**src/rtl/vt52_video_timing.sv**
```systemverilog
// Parametrised raster timing generator: pixel enable, blank/sync, beam position,
// optional scandoubling. Optional character-cell addressing under VT52_CELL_ADDR_EN.
module vt52_video_timing #(
    parameter int CE_DIV        = 4,
    parameter int H_ACTIVE      = 640,
    parameter int H_FP          = 16,
    parameter int H_SYNC        = 64,
    parameter int H_BP          = 80,
    parameter int V_ACTIVE_NTSC = 240,
    parameter int V_TOTAL_NTSC  = 262,
    parameter int V_ACTIVE_PAL  = 288,
    parameter int V_TOTAL_PAL   = 312,
    parameter int V_FP          = 3,
    parameter int V_SYNC        = 3
`ifdef VT52_CELL_ADDR_EN
    ,
    parameter int CHAR_W        = 8,
    parameter int CHAR_H        = 10
`endif
) (
    input  logic       clk,
    input  logic       reset,
    input  logic       pal,
    input  logic       scandouble,
    output logic       ce_pix,
    output logic       HBlank,
    output logic       HSync,
    output logic       VBlank,
    output logic       VSync,
    output logic [9:0] hcount,
    output logic [8:0] vcount,
    output logic       line_rep,
    output logic       frame_start
`ifdef VT52_CELL_ADDR_EN
    ,
    output logic [6:0] cell_col,
    output logic [4:0] cell_row,
    output logic [3:0] cell_scan
`endif
);

    localparam int H_TOTAL  = H_ACTIVE + H_FP + H_SYNC + H_BP;
    localparam int HS_START = H_ACTIVE + H_FP;
    localparam int HS_END   = HS_START + H_SYNC;
    localparam int DW       = (CE_DIV > 2) ? $clog2(CE_DIV) : 1;

    logic [DW-1:0] div_q;
    logic [DW-1:0] div_d;
    logic [DW-1:0] div_last;
    logic          pal_q;
    logic          sd_q;
    logic          ce_now;
    logic          h_wrap;
    logic          v_step;
    logic          v_wrap;
    logic          frame_wrap;
    logic [9:0]    h_nxt;
    logic [8:0]    v_nxt;
    logic          rep_nxt;
    logic [8:0]    v_total;
    logic [8:0]    v_active;
    logic [8:0]    vs_start;
    logic [8:0]    vs_end;
    logic          hb_nxt;
    logic          hs_nxt;
    logic          vb_nxt;
    logic          vs_nxt;

    // Next-position and decode logic; the registers below only commit it on ce.
    always_comb begin
        div_last   = sd_q ? DW'(CE_DIV / 2 - 1) : DW'(CE_DIV - 1);
        ce_now     = (div_q >= div_last);
        div_d      = ce_now ? '0 : div_q + DW'(1);

        v_total    = pal_q ? 9'(V_TOTAL_PAL)  : 9'(V_TOTAL_NTSC);
        v_active   = pal_q ? 9'(V_ACTIVE_PAL) : 9'(V_ACTIVE_NTSC);
        vs_start   = v_active + 9'(V_FP);
        vs_end     = vs_start + 9'(V_SYNC);

        h_wrap     = (hcount == 10'(H_TOTAL - 1));
        h_nxt      = h_wrap ? 10'd0 : hcount + 10'd1;
        // In scandouble a source line advances only after its repeat emission.
        v_step     = h_wrap && (!sd_q || line_rep);
        rep_nxt    = (h_wrap && sd_q) ? ~line_rep : line_rep;
        v_wrap     = v_step && (vcount == v_total - 9'd1);
        frame_wrap = h_wrap && v_wrap;

        v_nxt      = vcount;
        if (v_wrap) begin
            v_nxt = 9'd0;
        end else if (v_step) begin
            v_nxt = vcount + 9'd1;
        end

        hb_nxt     = (h_nxt >= 10'(H_ACTIVE));
        hs_nxt     = (h_nxt >= 10'(HS_START)) && (h_nxt < 10'(HS_END));
        vb_nxt     = (v_nxt >= v_active);
        vs_nxt     = (v_nxt >= vs_start) && (v_nxt < vs_end);
    end

    always_ff @(posedge clk) begin
        if (reset) begin
            div_q       <= '0;
            ce_pix      <= 1'b0;
            frame_start <= 1'b0;
            hcount      <= '0;
            vcount      <= '0;
            line_rep    <= 1'b0;
            HBlank      <= 1'b0;
            HSync       <= 1'b0;
            VBlank      <= 1'b0;
            VSync       <= 1'b0;
            pal_q       <= pal;
            sd_q        <= scandouble;
        end else begin
            div_q       <= div_d;
            ce_pix      <= ce_now;
            frame_start <= ce_now && frame_wrap;
            // Mode is picked up only at a frame boundary; the new divider applies
            // to the divider cycle already in progress.
            if (frame_start) begin
                pal_q <= pal;
                sd_q  <= scandouble;
            end
            if (ce_now) begin
                hcount   <= h_nxt;
                vcount   <= v_nxt;
                line_rep <= rep_nxt;
                HBlank   <= hb_nxt;
                HSync    <= hs_nxt;
                VBlank   <= vb_nxt;
                VSync    <= vs_nxt;
            end
        end
    end

`ifdef VT52_CELL_ADDR_EN
    localparam int CPW = (CHAR_W > 2) ? $clog2(CHAR_W) : 1;

    logic [CPW-1:0] cell_px;

    // Incremental cell counters; frozen through vertical blanking.
    always_ff @(posedge clk) begin
        if (reset) begin
            cell_px   <= '0;
            cell_col  <= '0;
            cell_row  <= '0;
            cell_scan <= '0;
        end else if (ce_now) begin
            if (frame_wrap) begin
                cell_px   <= '0;
                cell_col  <= '0;
                cell_row  <= '0;
                cell_scan <= '0;
            end else if (!vb_nxt) begin
                if (h_wrap) begin
                    cell_px  <= '0;
                    cell_col <= '0;
                    if (v_step) begin
                        if (cell_scan == 4'(CHAR_H - 1)) begin
                            cell_scan <= '0;
                            cell_row  <= cell_row + 5'd1;
                        end else begin
                            cell_scan <= cell_scan + 4'd1;
                        end
                    end
                end else if (cell_px == CPW'(CHAR_W - 1)) begin
                    cell_px  <= '0;
                    cell_col <= cell_col + 7'd1;
                end else begin
                    cell_px <= cell_px + CPW'(1);
                end
            end
        end
    end
`endif

endmodule

```
**config.mk**
```make
export PLATFORM = sky130hd
export DESIGN_NAME = vt52_video_timing
export DESIGN_NICKNAME = d
export VERILOG_FILES = /design/src/rtl/vt52_video_timing.sv
export SDC_FILE = /design/constraint.sdc
export NUM_CORES = 1
export LEC_CHECK = 0
export ABC_AREA = 1
export CORE_MARGIN = 5
export CORE_UTILIZATION = 40
export CTS_CLUSTER_SIZE = 30
export DETAILED_ROUTE_END_ITERATION = 8
export GPL_ROUTABILITY_DRIVEN = 0
export SLEW_MARGIN = 20
export SYNTH_ARGS = -nofsm -noshare
export SYNTH_HDL_FRONTEND = slang
export SYNTH_SLANG_ARGS = --single-unit
```
**constraint.sdc**
```tcl
create_clock -name clk -period 3.6 [get_ports clk]
set_input_delay 0.9 -clock clk [delete_from_list [all_inputs] [get_ports clk]]
set_output_delay 0.9 -clock clk [all_outputs]
set_load 0.1 [all_outputs]
```
==> results of run 1 <==
[worst paths after layout]
path,slack [ps],cells after the start,to
min reg2reg,450,2,VBlank
max,980,16,VSync
min,450,2,VBlank
max reg2reg,980,16,VSync
[power groups by stage]
stage	Sequential [mW]	Combinational, mW	Clock [mW]
global placement	0.368	0.136	0
floorplan	0.413	0.0530	0
CTS	0.361	0.137	0.349
global route	0.363	0.147	0.365
finish	0.361	0.136	0.345
detailed placement	0.368	0.137	0
[layer usage]
metal  wire [um]  vias up  part of all wire, %
met1        2090      733                   49
met2        1930       34                   45
li1            -      858                    -
met3         215        7                  5.0
met4          52        0                  1.2
met5           0        -                    0
[critical path: cells and delay by family (launching register included)]
kind | cells | cell delay (ps)
xor gates and xnor gates | 1 | 180
adders and majority gates | 2 | 560
buffers and inverters | 1 | 90
DFF | 1 | 400
and+or+nand+nor | 12 | 1280
[synth_stat cells (all sizes together)]
master  number  area share [%]
ha           8             5.7
inv         33             7.0
nand3       29             9.8
edfxtp       2             3.4
nand2       68              15
a22o         1            0.50
nor2        27             8.5
buf          2            0.57
a21oi        4             1.1
o211ai       1            0.43
or2          1            0.36
o31ai        1            0.43
xnor2        4             2.0
xor2         5             2.5
nand4        4             1.8
o21bai       1            0.43
dfxtp       28              32
o22ai       10             3.6
clkbuf       2            0.43
nor3         1            0.57
nor4         1            0.71
o21ai       10             2.8
[final cells by class]
cell class	instances	area [um^2]
Fill cell	432	2160
Multi-Input combinational cell	176	998
Sequential cell	30	621
Timing Repair Buffer	31	243
Inverter	33	124
Clock buffer	5	68.8
Tap cell	52	65.1
Clock inverter	3	40.0
[cell families after synthesis]
logic type	synth area share, %
AO/OA/AOI/OAI	9.31
XOR/XNOR	4.48
adder cells (fa/ha/maj)	5.69
buffers and inverters	8.03
flip-flops	35.3
AND/OR/NAND/NOR	37.2
[through the flow]
step | area, um^2 | power, mW
final | 2160 | 0.842
after global routing | 2160 | 0.876
after CTS | 2160 | 0.846
after detailed placement | 2050 | 0.505
after global placement | 2050 | 0.504
after floorplan | 1760 | 0.466
==> impl_metrics.ini, run 1 <==
[setup_path]
slowest_delay_ps = 400
reg2reg_from = hcount[0]
required_ps = 3790
crit_path_end_kind = flip-flop
critPathLaunchType = flip-flop
critPathLaunch = hcount[0]
cp_max_fo = 7
crit_type = reg2reg
arrival_ps = 2810
cp_slowest_cell = dfxtp_1
crit_chain = ha_1, nand3_2, nor2_4, nand3_4, nor2_4, nand4_2, xor2_1, nor2_2, ha_1, nand3_1, inv_1, nand4_1, nor2_1, nand2_1, nand3_1, nand2_1

[die]
dieArea_mm2 = 0.00583
core_area_mm2 = 0.00432
start_util_pct = 40.7
ios = 30
rows = 24
die_x_um = 76.3
die_h_um = 76.3

[sta]
slew_viol_final = 0
setup_slack_ps = 982
grt_setup_unrepaired = no
finalCritPeriodShare_pct = 72.7
max_slew_margin_pct = 35.8
fin_skew_ps = 4.41
finalHoldViolations = 0
setup_viol = 0
holdWs_ps = 452
fmax_ghz = 0.382
tightest_slew_ps = 961
tns_ps = 0
layout_min_cycle_time_ps = 2620

[yosys]
syn_area_mm2 = 0.00176
avgSynthCellArea_um2 = 7.24
synth_warnings = 0
yosys.cell_types.count = 32
ys_seq_elements = 30
seq_area_frac_synth_pct = 35.3
synth_fp_nets = 255
syn-instance-count = 243

[clock_tree]
ctsHoldBuffers = 0
cts_tree = built
postCtsSetupRepairBufs = 0
h-tree-depth = 2
cts_buffers = 5
cts_sinks = 30
path_clk_slew_ps = 60
cts_root_buf = clkbuf_8
cts_buffer_depth = 2
ctsResizeCount = 0
clkLatencyLatePin_ps = 290

[detailed_routing]
detail-route-antenna-nets = 0
drc = 0
drt_iter0_drc = 64
first_pass_iters = 4
vias = 1632
vias_per_cell = 4.95
routedWlPerCell_um = 13.0
routed_wl_um = 4290

[global_routing]
grt_pass1_wl_um = 7250
antenna_found_initial = 0
grt_max_degree = 17
grt_usage_pct = 15.0
overflow = 0
gr-usage-met2_pct = 24.7
met1_usage_pct = 18.7
top_usage_layer = met2
grt_pass1_vias = 1562
met3_usage_pct = 4.37

[power]
power.density_mw_per_mm2 = 390
comb_power_share_pct = 16.2
vdd_ir_drop_max_v = 0.000191
leakagePower_nw = 1.04
p_switching_uw = 256
pwr-share-clk_pct = 41.0
p_seq_share_pct = 42.9
swShare_pct = 30.4
internal_power_uw = 586

[cells_and_area]
nets = 289
diodes = 0
layoutNonFillerInstCount = 330
top_register = hcount
final_util_pct = 49.9
area_growth_syn_to_layout_pct = 22.7
largest_reg_flops = 10
final_cell_mix = nand2_1, inv_1, dfxtp_1
layout-drive-gt1-share_pct = 20.5
final_common_cell = nand2_1
largestRegisters = hcount: 10 flops, vcount: 9 flops, div_q: 2 flops

[flow_run]
maxCapViolations = 0

[hold_path]
hold_path_class = reg2reg
hp-start = VBlank

[placed_design]
dp_cells = 322
hpwl_um = 3130
post-place-ws_ps = 1000
portBuffers = 29

[run_status]
status = finished, final reports clean
Note: power is estimated with default switching activity, not from simulation.
==> run 2: changes to the inputs <==
--- a/config.mk
+++ b/config.mk
@@ -11,6 +11,7 @@
 export CTS_CLUSTER_SIZE = 30
 export DETAILED_ROUTE_END_ITERATION = 8
 export GPL_ROUTABILITY_DRIVEN = 0
+export PLACE_DENSITY = 0.65
 export SLEW_MARGIN = 20
 export SYNTH_ARGS = -nofsm -noshare
 export SYNTH_HDL_FRONTEND = slang
==> constraint.sdc (replaced) <==
create_clock -name clk -period 2.2 [get_ports clk]
set_input_delay 0.55 -clock clk [delete_from_list [all_inputs] [get_ports clk]]
set_output_delay 0.55 -clock clk [all_outputs]
set_load 0.1 [all_outputs]
==> run 2 against run 1 <==
  * The run now ends with negative setup slack left
  * Core utilization up 8.1 points
  * Largest power group unchanged
  * First-iteration DRC count up 33%
  * Cell area up 16%
  * Die area unchanged
  * Count of clock-buffer cells in the layout up 3
  * Flip-flop and latch count unchanged
  * Sequential power up 62%
  * Largest cell class unchanged
==> impl_metrics.ini, run 2 (synthesis gave the netlist of run 1 again) <==
[sta]
setup_viol = 2
tns_ps = -129
tightest_slew_ps = 337
grt_setup_unrepaired = yes
slew_viol_final = 0
setup_slack_ps = -74.0
max_slew_margin_pct = 77.3
holdWs_ps = 455
finalHoldViolations = 0
layout_min_cycle_time_ps = 2270
fmax_ghz = 0.440
fin_skew_ps = 8.86
finalCritPeriodShare_pct = 103

[setup_path]
crit_type = reg2reg
cp_max_fo = 3
crit_chain = ha_4, nand3_4, nor2_4, nand3_4, nor2_4, buf_4, nand2_1, xnor2_2, ha_1, nand3_2, inv_2, nand4_1, nor2_2, nand2_1, nand3_1, nand2_1
slowest_delay_ps = 360
cp_common_cell = nand2_1
arrival_ps = 2450
crit_path_end_kind = flip-flop
cp.depth = 16
r2r_cells = 16
cp_top_family = simple AND/OR/NAND/NOR gates
required_ps = 2380
cp_slowest_cell = dfxtp_4
critPathLaunchType = flip-flop
crit_buf_inv = 2

[global_routing]
grt_usage_pct = 16.9
grt_pass1_wl_um = 8120
antenna_found_initial = 0
grt_pass1_vias = 1773
overflow = 0
grt_max_degree = 14

[flow_run]
maxCapViolations = 0

[detailed_routing]
routed_wl_um = 4650
vias = 1736
drt_iter0_drc = 85
dr.max_layer_used = met4
first_pass_iters = 4
wl_met3_um = 171
detail-route-antenna-nets = 0
vias_per_cell = 4.85
wl_met1_um = 2230
routedWlPerCell_um = 13.0
drc = 0
met2RoutedLength_um = 2170

[hold_path]
worstHoldPathCells = 2
hold_path_class = reg2reg

[die]
rows = 24
start_util_pct = 40.7
ios = 30
die_x_um = 76.3
die_h_um = 76.3
core_area_mm2 = 0.00432
dieArea_mm2 = 0.00583

[power]
vdd_ir_drop_max_v = 0.000548
comb_power_share_pct = 19.6
p_seq_share_pct = 42.1
p_switching_uw = 421
swShare_pct = 30.3
pwr-share-clk_pct = 38.4
total_power_mw = 1.39
internal_power_uw = 970
leakagePower_nw = 1.22
power.density_mw_per_mm2 = 554

[clock_tree]
cts_root_buf = clkbuf_8
cts_tree = built
clkLatencyLatePin_ps = 290
h-tree-depth = 2
cts_buffer_depth = 2
cts_sinks = 30
cts_buffers = 5
path_clk_slew_ps = 70

[placed_design]
dp_cells = 348
hpwl_um = 3450
dpl_cell_area_mm2 = 0.00233
portBuffers = 29
post-place-ws_ps = -46.9

[cells_and_area]
fill_cells = 427
layout-drive-gt1-share_pct = 36.6
top_register = hcount
final_cell_mix = nand2_1, buf_4, inv_1
nets = 317
diodes = 0
largestRegisters = hcount: 10 flops, vcount: 9 flops, div_q: 2 flops
final_cell_area_mm2 = 0.00251
area_growth_syn_to_layout_pct = 42.5
largest_reg_flops = 10
layoutNonFillerInstCount = 358
final_common_cell = nand2_1
final_util_pct = 58.0

[run_status]
violations = negative setup slack
status = finished, violations left
-- run 2: changes by cell type in the layout (fill, tap and decap cells not counted), moves of 2 or more --
cell	delta
dfxtp_4	+8
clkinv_2	-2
ha_4	+2
buf_4	+27
clkbuf_8	+3
ha_1	-2
buf_12	+2
dfxtp_1	-18
dfxtp_2	+10
-- run 2: cell type report --
type | count | area, um^2 | share of cell area, %
clock buffers | 8 | 110 | 4.39
inverters | 33 | 124 | 4.94
multi-input cells | 176 | 1070 | 42.7
flip-flops and latches | 30 | 663 | 26.4
well taps | 52 | 65.1 | 2.59
repair buffers | 59 | 475 | 19.0
-- run 2: final timing paths --
check / start / end / slack [ps]
worst min register to register: VSync / VSync / 460
worst max-delay path: hcount[0] / VSync / -70
worst min-delay path: VSync / VSync / 460
worst max register to register: hcount[0] / VSync / -70
-- run 2: metal layers --
metal  track usage (%)  vias to the layer above
met5                 0                        -
met4              6.29                        0
met3              3.78                        7
met2              27.8                       37
met1              21.4                      771
li1                  -                      921
-- run 2: power by group through the flow --
stage                     sequential (mW)  combinational, mW  clock [mW]
final                               0.585              0.272       0.534
after global routing                0.587              0.293       0.569
after CTS                           0.585              0.268       0.556
after detailed placement            0.597              0.263           0
after global placement              0.596              0.261           0
after floorplan                     0.676             0.0886           0
-- run 2: worst register-to-register path: stages, from the launching register on --
cell	delay [ps]
dfxtp_4	360
ha_4	140
nand3_4	90
nor2_4	120
nand3_4	120
nor2_4	110
buf_4	120
nand2_1	80
xnor2_2	160
ha_1	290
nand3_2	60
inv_2	60
nand4_1	120
nor2_2	160
nand2_1	60
nand3_1	80
nand2_1	40
-- run 2: repair_timing --
action,4_1_cts,5_1_grt
buffers inserted,1,1
gates cloned,0,0
endpoints found under the setup margin,2,15
hold buffers,0,0
resized for setup,4,5
pin swaps,4,4
